==> config.mk <==
export PLATFORM = sky130hd
export DESIGN_NAME = prog_rom_ctrl
export DESIGN_NICKNAME = d
export VERILOG_FILES = /design/src/rtl/prog_rom_ctrl_pkg.sv /design/src/rtl/rom_req_arb.sv /design/src/rtl/prog_rom_ctrl.sv
export SDC_FILE = /design/constraint.sdc
export NUM_CORES = 1
export LEC_CHECK = 0
export BUFFER_PORTS_ARGS = -buffer_cell sky130_fd_sc_hd__buf_2
export CAP_MARGIN = 40
export CORE_MARGIN = 2
export CORE_UTILIZATION = 47
export DETAILED_ROUTE_END_ITERATION = 8
export PLACE_DENSITY = 0.87
export REMOVE_ABC_BUFFERS = 1
export SYNTH_ARGS = -nofsm -noshare
export SYNTH_HDL_FRONTEND = slang
export SYNTH_SLANG_ARGS = --single-unit
==> constraint.sdc <==
create_clock -name clk -period 2.8 [get_ports clk]
set_input_delay 0.56 -clock clk [delete_from_list [all_inputs] [get_ports clk]]
set_output_delay 0.56 -clock clk [all_outputs]
set_load 0.03 [all_outputs]
==> src/rtl/prog_rom_ctrl_pkg.sv <==
// Shared types and constants for the program ROM sequencing controller.
package prog_rom_ctrl_pkg;

    typedef enum logic [1:0] {
        IDLE = 2'd0,
        OP   = 2'd1,
        OPR  = 2'd2,
        MOVC = 2'd3
    } state_e;

    localparam logic GRANT_FETCH = 1'b0;
    localparam logic GRANT_MOVC  = 1'b1;

    localparam int unsigned DEFAULT_ROM_DEPTH = 1041;
    localparam logic [7:0]  DEFAULT_NOP_BYTE  = 8'h00;

endpackage

==> src/rtl/rom_req_arb.sv <==
// Two-requester round-robin arbiter: combinational grant, registered last winner.
module rom_req_arb
    import prog_rom_ctrl_pkg::*;
(
    input  logic clk,
    input  logic rst,
    input  logic fetch_req_i,
    input  logic movc_req_i,
    input  logic arb_en_i,
    output logic grant_valid_o,
    output logic grant_o
);

    logic last_grant_q;

    always_comb begin
        grant_valid_o = fetch_req_i | movc_req_i;
        if (fetch_req_i && movc_req_i) begin
            grant_o = (last_grant_q == GRANT_FETCH) ? GRANT_MOVC : GRANT_FETCH;
        end else begin
            grant_o = movc_req_i ? GRANT_MOVC : GRANT_FETCH;
        end
    end

    // Winner is only recorded when a grant is actually taken, so idle decision
    // points do not disturb the tie-break order.
    always_ff @(posedge clk or posedge rst) begin
        if (rst) begin
            last_grant_q <= GRANT_FETCH;
        end else if (arb_en_i && grant_valid_o) begin
            last_grant_q <= grant_o;
        end
    end

endmodule

==> src/rtl/prog_rom_ctrl.sv <==
// Program ROM port sequencer: two-byte instruction fetches and one-byte MOVC
// reads, one ROM address per cycle, with registered result bytes.
module prog_rom_ctrl
    import prog_rom_ctrl_pkg::*;
#(
    parameter int unsigned ROM_DEPTH = DEFAULT_ROM_DEPTH,
    parameter logic [7:0]  NOP_BYTE  = DEFAULT_NOP_BYTE
) (
    input  logic        clk,
    input  logic        rst,
    input  logic        fetch_req,
    input  logic [15:0] fetch_pc,
    output logic        fetch_ack,
    output logic        fetch_valid,
    output logic [7:0]  fetch_opcode,
    output logic [7:0]  fetch_operand,
    input  logic        flush,
    input  logic        movc_req,
    input  logic [15:0] movc_addr,
    output logic        movc_ack,
    output logic        movc_valid,
    output logic [7:0]  movc_data,
    output logic        addr_err,
    output logic        rom_en,
    output logic [15:0] rom_addr,
    input  logic [7:0]  rom_byte
);

    state_e      state_q, state_d;
    logic [15:0] addr_q, addr_d;
    logic [7:0]  opcode_stage_q;
    logic        opcode_err_q;
    logic [7:0]  opcode_q, operand_q, movc_data_q;
    logic        fetch_valid_q, movc_valid_q, addr_err_q;

    logic        arb_en, grant_valid, grant_sel;
    logic [15:0] rom_addr_c;
    logic        out_of_range;
    logic [7:0]  cap_byte;

    always_comb begin
        case (state_q)
            OP, MOVC: rom_addr_c = addr_q;
            OPR:      rom_addr_c = addr_q + 16'd1;
            default:  rom_addr_c = '0;
        endcase
    end

    assign out_of_range = 32'(rom_addr_c) >= ROM_DEPTH;
    assign cap_byte     = out_of_range ? NOP_BYTE : rom_byte;

    // A flush in OPR abandons the fetch, so that edge is not a decision point.
    assign arb_en = (state_q == IDLE) || (state_q == MOVC) || ((state_q == OPR) && !flush);

    rom_req_arb u_arb (
        .clk           (clk),
        .rst           (rst),
        .fetch_req_i   (fetch_req & ~flush),
        .movc_req_i    (movc_req),
        .arb_en_i      (arb_en),
        .grant_valid_o (grant_valid),
        .grant_o       (grant_sel)
    );

    // NOTE: every always_comb output gets a default first; any path that skips
    // an assignment would otherwise infer a latch.
    always_comb begin
        state_d = state_q;
        addr_d  = addr_q;
        case (state_q)
            OP:      state_d = flush ? IDLE : OPR;
            OPR:     if (flush) state_d = IDLE;
            default: ;
        endcase
        if (arb_en) begin
            state_d = IDLE;
            if (grant_valid) begin
                state_d = (grant_sel == GRANT_FETCH) ? OP : MOVC;
                addr_d  = (grant_sel == GRANT_FETCH) ? fetch_pc : movc_addr;
            end
        end
    end

    // NOTE: sequential state uses non-blocking assignments only, so every
    // register samples pre-edge values regardless of statement order.
    always_ff @(posedge clk or posedge rst) begin
        if (rst) begin
            state_q        <= IDLE;
            addr_q         <= '0;
            opcode_stage_q <= '0;
            opcode_err_q   <= 1'b0;
            opcode_q       <= '0;
            operand_q      <= '0;
            movc_data_q    <= '0;
            fetch_valid_q  <= 1'b0;
            movc_valid_q   <= 1'b0;
            addr_err_q     <= 1'b0;
        end else begin
            state_q       <= state_d;
            addr_q        <= addr_d;
            fetch_valid_q <= 1'b0;
            movc_valid_q  <= 1'b0;
            addr_err_q    <= 1'b0;
            case (state_q)
                OP: if (!flush) begin
                    opcode_stage_q <= cap_byte;
                    opcode_err_q   <= out_of_range;
                end
                // Opcode is published together with the operand so a flushed
                // fetch never disturbs the visible instruction bytes.
                OPR: if (!flush) begin
                    opcode_q      <= opcode_stage_q;
                    operand_q     <= cap_byte;
                    fetch_valid_q <= 1'b1;
                    addr_err_q    <= opcode_err_q | out_of_range;
                end
                MOVC: begin
                    movc_data_q  <= cap_byte;
                    movc_valid_q <= 1'b1;
                    addr_err_q   <= out_of_range;
                end
                default: ;
            endcase
        end
    end

    assign rom_en        = (state_q != IDLE);
    assign rom_addr      = rom_addr_c;
    assign fetch_ack     = (state_q == OP);
    assign movc_ack      = (state_q == MOVC);
    assign fetch_valid   = fetch_valid_q;
    assign fetch_opcode  = opcode_q;
    assign fetch_operand = operand_q;
    assign movc_valid    = movc_valid_q;
    assign movc_data     = movc_data_q;
    assign addr_err      = addr_err_q;

endmodule

### Word level (Yosys, flattened, before mapping)

Cells that the tools add are included.

| operators by class | value |
|---|---|
| $add $sub $neg | 1 |
| multipliers | 0 |
| div/mod/pow operators | 0 |
| order comparisons | 1 |
| equality and inequality tests | 4 |
| shift-type cells | 0 |
| muxes and demuxes | 17 |
| bitwise operators | 4 |
| reductions and logical operators | 14 |

Operators by type and width:

| kind | number |
|---|---|
| case mux 16 bit (2 select lines) | 1 |
| adder 16 x 1 -> 16 bit (second input constant) | 1 |
| >= comparator 16 x 11 -> 1 bit (second input constant) | 1 |
| 2-to-1 mux 16 bit | 1 |
| 2-to-1 mux 2 bit | 5 |
| 2-to-1 mux 8 bit | 1 |
| AND reduction 2 bit | 4 |
| 2-to-1 mux 1 bit | 7 |
| equality test 2 bit (second input constant) | 2 |
| case mux 2 bit (2 select lines) | 1 |
| logical AND 1 bit | 3 |
| != test 3 x 2 -> 1 bit (second input constant) | 1 |
| nonzero test 3 bit | 1 |
| equality test 2 x 1 -> 1 bit (second input constant) | 1 |
| zero test 2 bit | 1 |
| logical OR 1 bit | 2 |
| OR 1 bit | 2 |
| case mux 1 bit (2 select lines) | 1 |
| nonzero test 2 bit | 1 |
| OR reduction 2 bit | 1 |
| AND 1 bit | 1 |
| zero test 1 bit | 1 |
| NOT 1 bit | 1 |

| storage, ports and cells | value |
|---|---|
| register bits after elaboration | 55 |
| bits in latches | 0 |
| RAM bits | 0 |
| ROM bits | 0 |
| input port bits | 45 |
| output and inout port bits | 46 |
| memories | 0 |

### Longest topological paths before layout

Gate-level depths: netlist of the first run.

| depth | value |
|---|---|
| depth in word-level cells | 7 |
| depth in mapped cells | 12 |
| mapped depth without buffers | 9 |

### Cells and area by module

A second synthesis of the first run with hierarchy kept.

| second synthesis, totals | value |
|---|---|
| cells, all modules | 354 |
| area total of the unflattened synthesis | 3,206.8 um2 |

By module, submodules not included:

| module | instances | cells an instance | area each (um2) | seq. area each (um2) |
|---|---|---|---|---|
| prog_rom_ctrl | 1 | 348 | 3,153.0 | 1,351.3 |
| rom_req_arb | 1 | 6 | 53.8 | 25.0 |

### Worst setup path before layout of the first run

No wires, ideal clock.

| timing | value |
|---|---|
| path type | register -> register |
| start | register state_q[1] |
| end | register opcode_err_q |
| setup time | 0.125 ns |
| arrival | 3.006 ns |
| data required time | 2.675 ns |
| path slack | -0.331 ns |
| cell stages (with the launch flop) | 11 |
| buffers on the path | 1 |
| period minus slack after synthesis | 3.131 ns |
| path through | dfrtp_1 > inv_1 > ha_1 > or2_1 > clkbuf_1 > a21oi_1 > a211oi_1 > o41a_1 > or4b_1 > a22o_4 > mux2_2 |

| on the way | value |
|---|---|
| word-level cells in the longest chain between the ends | 4 |

RTL lines:

| what | RTL line | RTL |
|---|---|---|
| from (decl) | prog_rom_ctrl.sv:29 | `state_e state_q, state_d;` |
| from (signal assigned) | prog_rom_ctrl.sv:99 | `state_q <= state_d;` |
| equality test 2 x 1 -> 1 bit | - |  |
| via fetch_ack | prog_rom_ctrl.sv:13 | `output logic fetch_ack,` |
| OR reduction 2 bit | prog_rom_ctrl.sv:42 | `case (state_q)` |
| case mux 16 bit (2 select lines) | prog_rom_ctrl.sv:42 |  |
| via rom_addr[2] | prog_rom_ctrl.sv:25 | `output logic [15:0] rom_addr,` |
| >= comparator 16 x 11 -> 1 bit | prog_rom_ctrl.sv:49 | `assign out_of_range = 32'(rom_addr_c) >= ROM_DEPTH;` |
| to (signal assigned) | prog_rom_ctrl.sv:107 | `opcode_err_q <= out_of_range;` |
| to (decl) | prog_rom_ctrl.sv:32 | `logic opcode_err_q;` |

The timed path passes the listed nets, and every way through them passes these cells.
A chain may end at the register's enable or synchronous reset.

### Worst setup path after layout of the first run

| timing | value |
|---|---|
| start | register state_q[1] |
| end | register opcode_stage_q[0] |

| on the way | value |
|---|---|
| word-level cells in the longest chain between the ends | 5 |

RTL lines:

| what | RTL line | RTL |
|---|---|---|
| equality test 2 x 1 -> 1 bit or equality test 2 bit (tied branches) | prog_rom_ctrl.sv:42, prog_rom_ctrl.sv:104 |  |
| OR reduction 2 bit | prog_rom_ctrl.sv:42 |  |
| case mux 16 bit (2 select lines) | prog_rom_ctrl.sv:42 |  |
| >= comparator 16 x 11 -> 1 bit | prog_rom_ctrl.sv:49 |  |
| 2-to-1 mux 8 bit | prog_rom_ctrl.sv:50 | `assign cap_byte = out_of_range ? NOP_BYTE : rom_byte;` |
| to (signal assigned) | prog_rom_ctrl.sv:106 | `opcode_stage_q <= cap_byte;` |
| to (decl) | prog_rom_ctrl.sv:31 | `logic [7:0] opcode_stage_q;` |

Parallel ways exist; a longest one is shown, timed or not.

==> impl_results.md, run 1 <==
* Status: finished with violations
* Failing checks: setup timing
* Initial Util at 0.483
* Finish-stage setup viols at 16
* Avg WL per Cell at 16.3 um
* Vias per Instance at 5.75
* Clk Latency, worst-skew pair at 0.32 ns
* Synth warnings at 0
* Final hold violation count at 0
* Vias post-DR at 3095
* Register share of total power at 0.253
* Num CTS Buffers at 5
* Main synth FF type: dfrtp_1
* Critical path capture point: opcode_stage_q[0]
* Combinational power share at 0.662
* CTS Hold Buffers Added at 0
* Number of top-level pins at 91
* Sequential-to-total area share from yosys stat at 0.452
* Rel. slew slack at 0.449
* GRT Residual Overflow at 0
* Final worst slack at -0.0378 ns
* Worst vdd ir at 0.00110 V
* Dpl hpwl at 6040 um
* TritonRoute pass-1 iters at 5
* PortBufs at 90
* H-tree depth at 2
* Synthesized instance count at 345
* Most common cell after layout, fill and taps aside: buf_2
* Final worst-path cycle share at 1.01
* DRC Markers at 0
* Max-Cap Viols at 0
* RR Endpoint: opcode_stage_q[0]
* Int Power at 2.87 mW
* Worst-Margin Slew at 0.826 ns
* Area Overhead vs Synth at 33.9%
* Clock share of power at 0.085
* Minimum clock period at 2.84 ns
* Initial antenna violation count at 0
* Number of synthesized flops with an enable pin at 0
* Crit Path Class: register to register
* Clock skew at 0.0118 ns
* Place WS at -0.124 ns
* Layout Utilization at 0.646
* Die H at 84.5 um
* Met2 WL at 4450 um
* Longest Clk Path Bufs at 2
* R2r startpoint: state_q[1]
* Power Total at 5.83 mW
* Post-Route WL at 8790 um
* Total leakage power at 2.02 nW
* WL met3 at 624 um
* Antenna Nets Post-Route at 0
* Worst EP required at 3.05 ns
* Multi-input gate area at 1630 um2
* CTS tree: yes
* Fillers at 517
* Metal1 wirelength at 3600 um
* Total clock sinks at 55
* Synth Register Bits at 55
* P_sw at 2.97 mW
* Vias in the first global route at 2869
* Critical path fanouts, max at 10
* Detailed Route Iter0 Violations at 160
* P per Cell Area at 1430 nW/um2
* Max-slew violations at 0
* Sw Share at 0.509
* First-pass GRT wire length at 13700 um
* Max Freq at 352 MHz
* Share of cells above drive strength 1 at 0.416
* Arrival @ worst endpoint at 3.09 ns
* Post-synthesis cell type count at 54
* Crit path from: state_q[1]
* R2r setup slk at -0.04 ns
* Routability-driven placement congestion ratio at 0.937
* Reg2Reg Depth at 10
* Die area at 7140 um2
* Ys async rst share at 1.00
* Most frequent cells in the layout: buf_2, nand2_1, dfrtp_1, buf_4, nor2_1
* Netlist Area Pre-Place at 3050 um2
* Reg clk slew, reported paths at 0.11 ns
* Floorplan core area at 6310 um2
* RSZ-0062 raised after global routing: yes
* DR top layer: met4
* FF/Latch Area at 1380 um2
* Crit start category: register
* Largest net degree at the start of global routing at 42
* Die X at 84.5 um
* Avg Cell Area, Syn at 8.83 um2
* CP Capture Type: register
* Rows at 29
* Clock Tree Root: clkbuf_8
* Min-Delay Path Class: input port to async pin
* Total track usage at 0.234
* Ant. Diodes at 0
* Nets at 510
-- area by class of cell --
cell class	count	area share
clock buffer	6	0.0202
multi-input combinational	250	0.399
clock inverter	2	0.00491
timing repair buffer	129	0.195
inverter	19	0.0184
sequential	55	0.339
tap	77	0.0236
-- kinds of logic (layout without fill, tap and decap cells) --
family | Yosys count | count (layout) | share of synthesized area
simple gates | 145 | 145 | 0.219
buf+inv | 40 | 156 | 0.0661
flops | 55 | 55 | 0.452
mux | 18 | 18 | 0.0595
fa+ha+maj | 5 | 5 | 0.0205
compound gates | 82 | 82 | 0.183
-- layer usage --
| layer | vias up | track usage |
|---|---|---|
| met5 | - | 0 |
| met2 | 160 | 0.387 |
| li1 | 1423 | - |
| met3 | 17 | 0.0413 |
| met4 | 0 | 0.0606 |
| met1 | 1495 | 0.319 |
-- Yosys cell counts, types with 2 or more instances --
| cell | count | area, um2 |
|---|---|---|
| nand2_1 | 76 | 285 |
| dfrtp_1 | 55 | 1380 |
| nor2_1 | 30 | 113 |
| a21oi_1 | 26 | 130 |
| inv_1 | 18 | 67.6 |
| mux2i_1 | 17 | 170 |
| o21ai_2 | 12 | 105 |
| o21ai_0 | 10 | 50.1 |
| clkbuf_1 | 9 | 33.8 |
| a31oi_1 | 7 | 43.8 |
| o22ai_1 | 7 | 43.8 |
| nand3_1 | 6 | 30.0 |
| buf_4 | 5 | 37.5 |
| ha_1 | 5 | 62.6 |
| and2_1 | 4 | 25.0 |
| nand2b_1 | 4 | 25.0 |
| nand4_1 | 4 | 25.0 |
| nor4_1 | 4 | 25.0 |
| a21o_1 | 3 | 22.5 |
| a41oi_1 | 3 | 26.3 |
| and3_1 | 3 | 18.8 |
| buf_1 | 2 | 7.51 |
| buf_6 | 2 | 22.5 |
| nand3b_1 | 2 | 15.0 |
| or3_1 | 2 | 12.5 |
-- worst min path at each step --
stage / start / end / cells after the start / slack [ns]
CTS: rst / movc_valid / 2 / 0.42
floorplan: opcode_stage_q[0] / fetch_opcode[0] / 2 / 0.44
global route: rst / movc_valid / 2 / 0.47
finish: rst / movc_valid / 2 / 0.39
detailed placement: fetch_operand[0] / fetch_operand[0] / 2 / 0.46
global placement: opcode_stage_q[6] / fetch_opcode[6] / 2 / 0.45
-- metrics by stage --
step	instance area, um2	TNS (ns)	hold WS (ns)	cells
5_1_grt	4080	-1.40	0.468	538
2_1_floorplan	2920	-14.17	0.439	324
4_1_cts	3860	-0.0138	0.420	529
3_5_place_dp	3680	-1.95	0.464	519
3_3_place_gp	3680	-0.0113	0.452	519
6_report	4080	-0.185	0.386	538
-- flip-flops by register name, indices dropped and copies added, names as in the netlist --
signal	cells
movc_valid	1
addr_q	16
movc_data	8
u_arb.last_grant_q	1
addr_err	1
fetch_operand	8
fetch_opcode	8
state_q	2
opcode_stage_q	8
opcode_err_q	1
fetch_valid	1
-- power groups by stage --
stage	Sequential, mW	Clock [mW]	Combinational (mW)
6_report	1.48	0.494	3.86
3_3_place_gp	1.44	0	3.24
3_5_place_dp	1.45	0	3.31
4_1_cts	1.44	0.495	3.48
2_1_floorplan	1.71	0	1.86
5_1_grt	1.53	0.528	4.13
-- critical path, cell delays in order, from the launching register on --
cell and delay, ns:
dfrtp_2 0.43, inv_2 0.07, ha_4 0.16, or2_4 0.28, or4_4 0.44, a31oi_4 0.21
nand3_2 0.09, or4b_4 0.50, a22o_4 0.29, buf_12 0.16, o21ai_2 0.15
-- what timing repair did --
item | CTS | global route
pin swaps | 5 | 10
buffers inserted | 2 | 9
gates resized for setup | 19 | 34
endpoints found under the setup margin | 31 | 32
No activity file was read; power rests on OpenSTA's default activity.
==> run 2: changes to the inputs <==
- BUFFER_PORTS_ARGS: -buffer_cell sky130_fd_sc_hd__buf_2 -> default
- CORE_UTILIZATION: 47 -> 57
- DONT_BUFFER_PORTS: default -> 1
- PLACE_DENSITY: 0.87 -> 0.85
==> impl_results.md, run 2 (same netlist as run 1, synthesis figures left out) <==
* Total leakage power at 1.70 nW (-16%)
* FF/Latch Area at 1380 um2 (-0.27%)
* Ant. Diodes at 0 (unchanged)
* Final hold violation count at 0 (unchanged)
* Max-slew violations at 0 (unchanged)
* Finish-stage setup viols at 22 (+6)
* CTS tree: yes
* Rows at 26 (-10%)
* Area Overhead vs Synth at 21.2%
* Avg WL per Cell at 19.1 um (+17%)
* First-pass GRT wire length at 13600 um (-1.0%)
* Total track usage at 0.288 (+0.0543)
* Initial Util at 0.593 (+0.110)
* Initial antenna violation count at 0 (unchanged)
* Reg clk slew, reported paths at 0.11 ns (about the same)
* Crit path from: state_q[0]
* Crit start category: register
* DRC Markers at 0 (unchanged)
* H-tree depth at 2 (unchanged)
* Num CTS Buffers at 5 (unchanged)
* Rel. slew slack at 0.626 (+0.178)
* Die X at 77.1 um (-8.8%)
* Most flops, register: addr_q
* RSZ-0062 raised after global routing: yes
* Routability-driven placement congestion ratio at 0.949 (+1.2%)
* Hold Slack at 0.137 ns (-0.248 ns)
* Status: finished with violations
* Most frequent cells in the layout: nand2_1, dfrtp_1, buf_4, nor2_1, a21oi_1
* P per Cell Area at 1560 nW/um2 (+9.3%)
* Nets at 438 (-14%)
* Die H at 77.1 um (-8.8%)
* R2r setup slk at -0.05 ns (about the same)
* Arrival @ worst endpoint at 3.11 ns (+0.02 ns)
* Die area at 5950 um2 (-17%)
* Worst EP required at 3.06 ns (about the same)
* Longest Clk Path Bufs at 2 (unchanged)
* Critical path capture point: fetch_operand[7]
* TritonRoute pass-1 iters at 7 (+2)
* CTS Hold Buffers Added at 0 (unchanged)
* Total clock sinks at 55 (unchanged)
* Vias per Instance at 6.34 (+10%)
* Most common cell after layout, fill and taps aside: nand2_1
* Floorplan core area at 5140 um2 (-19%)
* Final worst slack at -0.0525 ns (-0.0148 ns)
* Clk Latency, worst-skew pair at 0.33 ns (about the same)
* Dpl hpwl at 5940 um (-1.6%)
* Minimum clock period at 2.85 ns (+0.0148 ns)
* Detailed Route Iter0 Violations at 159 (-0.63%)
* Final setup TNS at -0.497 ns (-0.311 ns)
* Clock Tree Root: clkbuf_8
* Failing checks: setup timing
* Final worst-path cycle share at 1.02 (+0.00527)
* RR Endpoint: fetch_operand[7]
* Critical path fanouts, max at 7 (-3)
* Antenna Nets Post-Route at 0 (unchanged)
* Crit Path Class: register to register
* Min-Delay Path Class: input port to async pin
* Number of top-level pins at 91 (unchanged)
* R2r startpoint: state_q[0]
* Max Freq at 351 MHz (-0.52%)
* Reg2Reg Depth at 9 (-1)
* GRT Residual Overflow at 0 (unchanged)
* Share of cells above drive strength 1 at 0.288 (-0.129)
* CP Capture Type: register
* Worst-Margin Slew at 0.557 ns (-0.269 ns)
* Vias post-DR at 2909 (-6.0%)
* Largest register FFs at 16 (unchanged)
* Clock skew at 0.0114 ns (-0.000438 ns)
* Multi-input gate area at 1610 um2 (-1.5%)
* Max-Cap Viols at 0 (unchanged)
* Vias in the first global route at 2785 (-2.9%)
* Post-Route WL at 8750 um (-0.44%)
* Largest net degree at the start of global routing at 35 (-17%)
* PortBufs at 0 (-100%)
* Fillers at 408 (-21%)
* Worst vdd ir at 0.000854 V (-22%)
==> run 2: cell count changes in the layout (fill, tap and decap cells not counted), moves of 2 or more <==
cell,change
dfrtp_2,-3
a21oi_1,-2
ha_2,+2
o21ai_2,-3
ha_4,-2
buf_2,-87
o21ai_0,+2
dfrtp_1,+3
buf_4,+16
==> run 2: timing repair <==
action,in CTS,in global routing
cloned,1,0
pin swaps,3,4
setup endpoints to repair,25,31
resized for setup,12,21
buffers inserted,7,2
==> run 2: worst min-delay path by stage <==
stage	endpoint	slack, ns	depth (start not counted)
floorplan	fetch_opcode[0]	0.44	2
global placement	fetch_opcode[0]	0.44	2
detailed placement	fetch_opcode[7]	0.46	2
CTS	movc_data[0]	0.15	1
global route	movc_data[0]	0.16	1
finish	movc_data[0]	0.14	1
==> run 2: power breakdown <==
group	leakage (nW)	internal, mW	total [mW]	switching [mW]
Sequential	0.687	1.13	1.79	0.651
Combinational	0.957	1.44	3.50	2.05
Clock	0.0515	0.189	0.489	0.300
Total	1.70	2.77	5.77	3.00
==> run 2: critical path, stage by stage, from the launching register on <==
cell	delay [ns]
dfrtp_1	0.45
ha_2	0.21
or2_4	0.29
or4_4	0.44
a31oi_4	0.16
nand3_1	0.10
or4b_4	0.54
a22o_4	0.29
buf_6	0.15
o21ai_2	0.15
==> run 2: area by class of cell <==
| cell class | count | share of cell area |
|---|---|---|
| Tap cell | 70 | 0.0237 |
| Sequential cell | 55 | 0.373 |
| Clock buffer | 5 | 0.0186 |
| Timing Repair Buffer | 56 | 0.121 |
| Clock inverter | 3 | 0.00915 |
| Multi-Input combinational cell | 251 | 0.435 |
| Inverter | 19 | 0.0193 |
==> run 2: stage by stage <==
| step | util | setup slack [ns] | cell area (um2) | instances | total power, mW |
|---|---|---|---|---|---|
| finish | 0.719 | -0.0525 | 3690 | 459 | 5.77 |
| global route | 0.719 | -0.107 | 3690 | 459 | 6.07 |
| CTS | 0.699 | 0.00428 | 3590 | 457 | 5.47 |
| detailed placement | 0.657 | -0.124 | 3380 | 441 | 4.74 |
| global placement | 0.657 | -0.0434 | 3380 | 441 | 4.64 |
| floorplan | - | -0.558 | 2920 | 324 | 3.58 |
==> run 2: metal layers <==
metal	track usage	wire length, um	vias to the layer above
li1	-	-	1289
met1	0.354	3140	1405
met2	0.478	4360	182
met3	0.0953	967	33
met4	0.0982	283	0
met5	0	0	-
==> run 3: changes to the inputs <==
- TNS_END_PERCENT: default -> 20
==> impl_results.md, run 3 (same netlist as run 1, synthesis figures left out) <==
* Nets at 437 (-0.23%)
* Total leakage power at 1.70 nW (about the same)
* Worst Path Buf+Inv at 1 (unchanged)
* Vias in the first global route at 2785 (unchanged)
* GRT Residual Overflow at 0 (unchanged)
* Status: finished with violations
* TritonRoute pass-1 iters at 4 (-3)
* Num CTS Buffers at 5 (unchanged)
* Floorplan core area at 5140 um2 (unchanged)
* Share of cells above drive strength 1 at 0.291 (+0.00332)
* Failing checks: setup timing
* Minimum clock period at 2.85 ns (+0.00173 ns)
* Final worst slack at -0.0543 ns (-0.00173 ns)
* Cells after DPL at 441 (unchanged)
* Die X at 77.1 um (unchanged)
* Number of top-level pins at 91 (unchanged)
* Initial Util at 0.593 (unchanged)
* Finish-stage setup viols at 19 (-14%)
* Min-Delay Path Class: input port to async pin
* Vias per Instance at 6.26 (-1.3%)
* Detailed Route Iter0 Violations at 225 (+42%)
* Largest register FFs at 16 (unchanged)
* Rows at 26 (unchanged)
* Max Freq at 350 MHz (about the same)
* Largest net degree at the start of global routing at 35 (unchanged)
* Hold Slack at 0.141 ns (+0.00372 ns)
* Layout Utilization at 0.719 (about the same)
* Longest Clk Path Bufs at 2 (unchanged)
* Worst EP required at 3.05 ns (about the same)
* CP Depth at 9 (unchanged)
* Clk Latency, worst-skew pair at 0.33 ns (about the same)
* Reg clk slew, reported paths at 0.12 ns (about the same)
* Arrival @ worst endpoint at 3.11 ns (about the same)
* Place WS at -0.124 ns (unchanged)
* Avg WL per Cell at 19.2 um (+0.46%)
* Critical Path, Cell by Cell: ha_2 > or2_4 > or4_4 > a31oi_4 > nand3_1 > or4b_4 > a22o_4 > buf_6 > o21ai_2
* Total clock sinks at 55 (unchanged)
* P per Cell Area at 1560 nW/um2 (about the same)
* Dpl hpwl at 5940 um (unchanged)
* Final setup TNS at -0.484 ns (+0.0122 ns)
* Final worst-path cycle share at 1.02 (about the same)
* Antenna Nets Post-Route at 0 (unchanged)
* Post-Route WL at 8770 um (+0.24%)
* Routability-driven placement congestion ratio at 0.949 (unchanged)
* H-tree depth at 2 (unchanged)
* Die area at 5950 um2 (unchanged)
* Max-slew violations at 0 (unchanged)
* Largest stage delay on the critical path at 0.54 ns (about the same)
* Die H at 77.1 um (unchanged)
* PortBufs at 0 (unchanged)
* Worst-Margin Slew at 0.550 ns (-0.00704 ns)
* Total track usage at 0.288 (unchanged)
* Crit Path Class: register to register
* CTS Hold Buffers Added at 0 (unchanged)
* Clock Tree Root: clkbuf_8
* CP Capture Type: register
* Most common cell after layout, fill and taps aside: nand2_1
* Most flops, register: addr_q
* Vias post-DR at 2866 (-1.5%)
* Post-Layout Cell Count at 458 (-0.22%)
* Fillers at 404 (-0.98%)
* Critical path fanouts, max at 7 (unchanged)
* Final hold violation count at 0 (unchanged)
* RSZ-0062 raised after global routing: yes
* Worst vdd ir at 0.000893 V (+4.5%)
* CTS tree: yes
* Slowest CP cell: or4b_4
* DRC Markers at 0 (unchanged)
* Area Overhead vs Synth at 21.3% (about the same)
* Crit start category: register
* Initial antenna violation count at 0 (unchanged)
* Max-Cap Viols at 0 (unchanged)
* Clock skew at 0.0104 ns (-0.000995 ns)
* Reg2Reg Depth at 9 (unchanged)
* Ant. Diodes at 0 (unchanged)
* First-pass GRT wire length at 13600 um (unchanged)
* Most frequent cells in the layout: nand2_1, dfrtp_1, buf_4, nor2_1, a21oi_1
* Cell family with most CP delay: simple AND/OR/NAND/NOR gates
* Rel. slew slack at 0.631 (+0.00472)
==> run 3: cell types whose count changed in the layout (fill, tap and decap cells not counted), sizes merged <==
cell | before | now
buf | 56 | 55
==> run 3: final cells by class <==
type	count	area [um2]	area share
multi-input cells	251	1620	0.437
well taps	70	87.6	0.0237
flip-flops and latches	55	1380	0.373
clock inverters	3	33.8	0.00914
clock buffers	5	68.8	0.0186
inverters	19	71.3	0.0193
repair buffers	55	440	0.119
==> run 3: layer usage <==
layer | vias up | global-route usage | routed length [um]
li1 | 1283 | - | -
met1 | 1387 | 0.354 | 3280
met2 | 167 | 0.478 | 4420
met3 | 29 | 0.0953 | 839
met4 | 0 | 0.0982 | 232
met5 | - | 0 | 0
==> run 3: path summary, 6_finish.rpt <==
path                                         from                 to  slack, ns
min in group clk                      rom_byte[3]   fetch_operand[3]       0.36
max in group asynchronous                     rst  opcode_stage_q[0]       2.02
worst min register to register  opcode_stage_q[0]    fetch_opcode[0]       0.48
worst min-delay path                          rst       movc_data[0]       0.14
worst max-delay path                   state_q[0]   fetch_operand[7]      -0.05
worst max register to register         state_q[0]   fetch_operand[7]      -0.05
==> run 3: repair_timing <==
| action | 4_1_cts | 5_1_grt |
|---|---|---|
| gates resized for setup | 12 | 22 |
| gates cloned | 1 | 0 |
| endpoints found under the setup margin | 25 | 31 |
| pin swaps | 3 | 6 |
| endpoints found under the hold margin | 0 | 0 |
| setup buffers | 7 | 1 |
==> run 3: metrics by stage <==
| stage | cell area, um2 | power [mW] |
|---|---|---|
| after floorplan | 2920 | 3.58 |
| after detailed placement | 3380 | 4.74 |
| after global routing | 3700 | 6.07 |
| final | 3700 | 5.77 |
| after global placement | 3380 | 4.64 |
| after CTS | 3590 | 5.47 |
==> run 3: report_power, final <==
part | total, mW | switching [mW] | internal, mW | leakage [nW]
combinational | 3.49 | 2.06 | 1.44 | 0.957
clock | 0.489 | 0.300 | 0.189 | 0.0515
sequential | 1.79 | 0.652 | 1.13 | 0.687
total | 5.77 | 3.01 | 2.76 | 1.70
==> run 3: worst register-to-register path, delay by kind of cell (launching register included) <==
kind	cells	cell delay (ns)
flops	1	0.45
fa+ha+maj	1	0.21
simple gates	4	1.38
buf+inv	1	0.15
compound gates	3	0.60
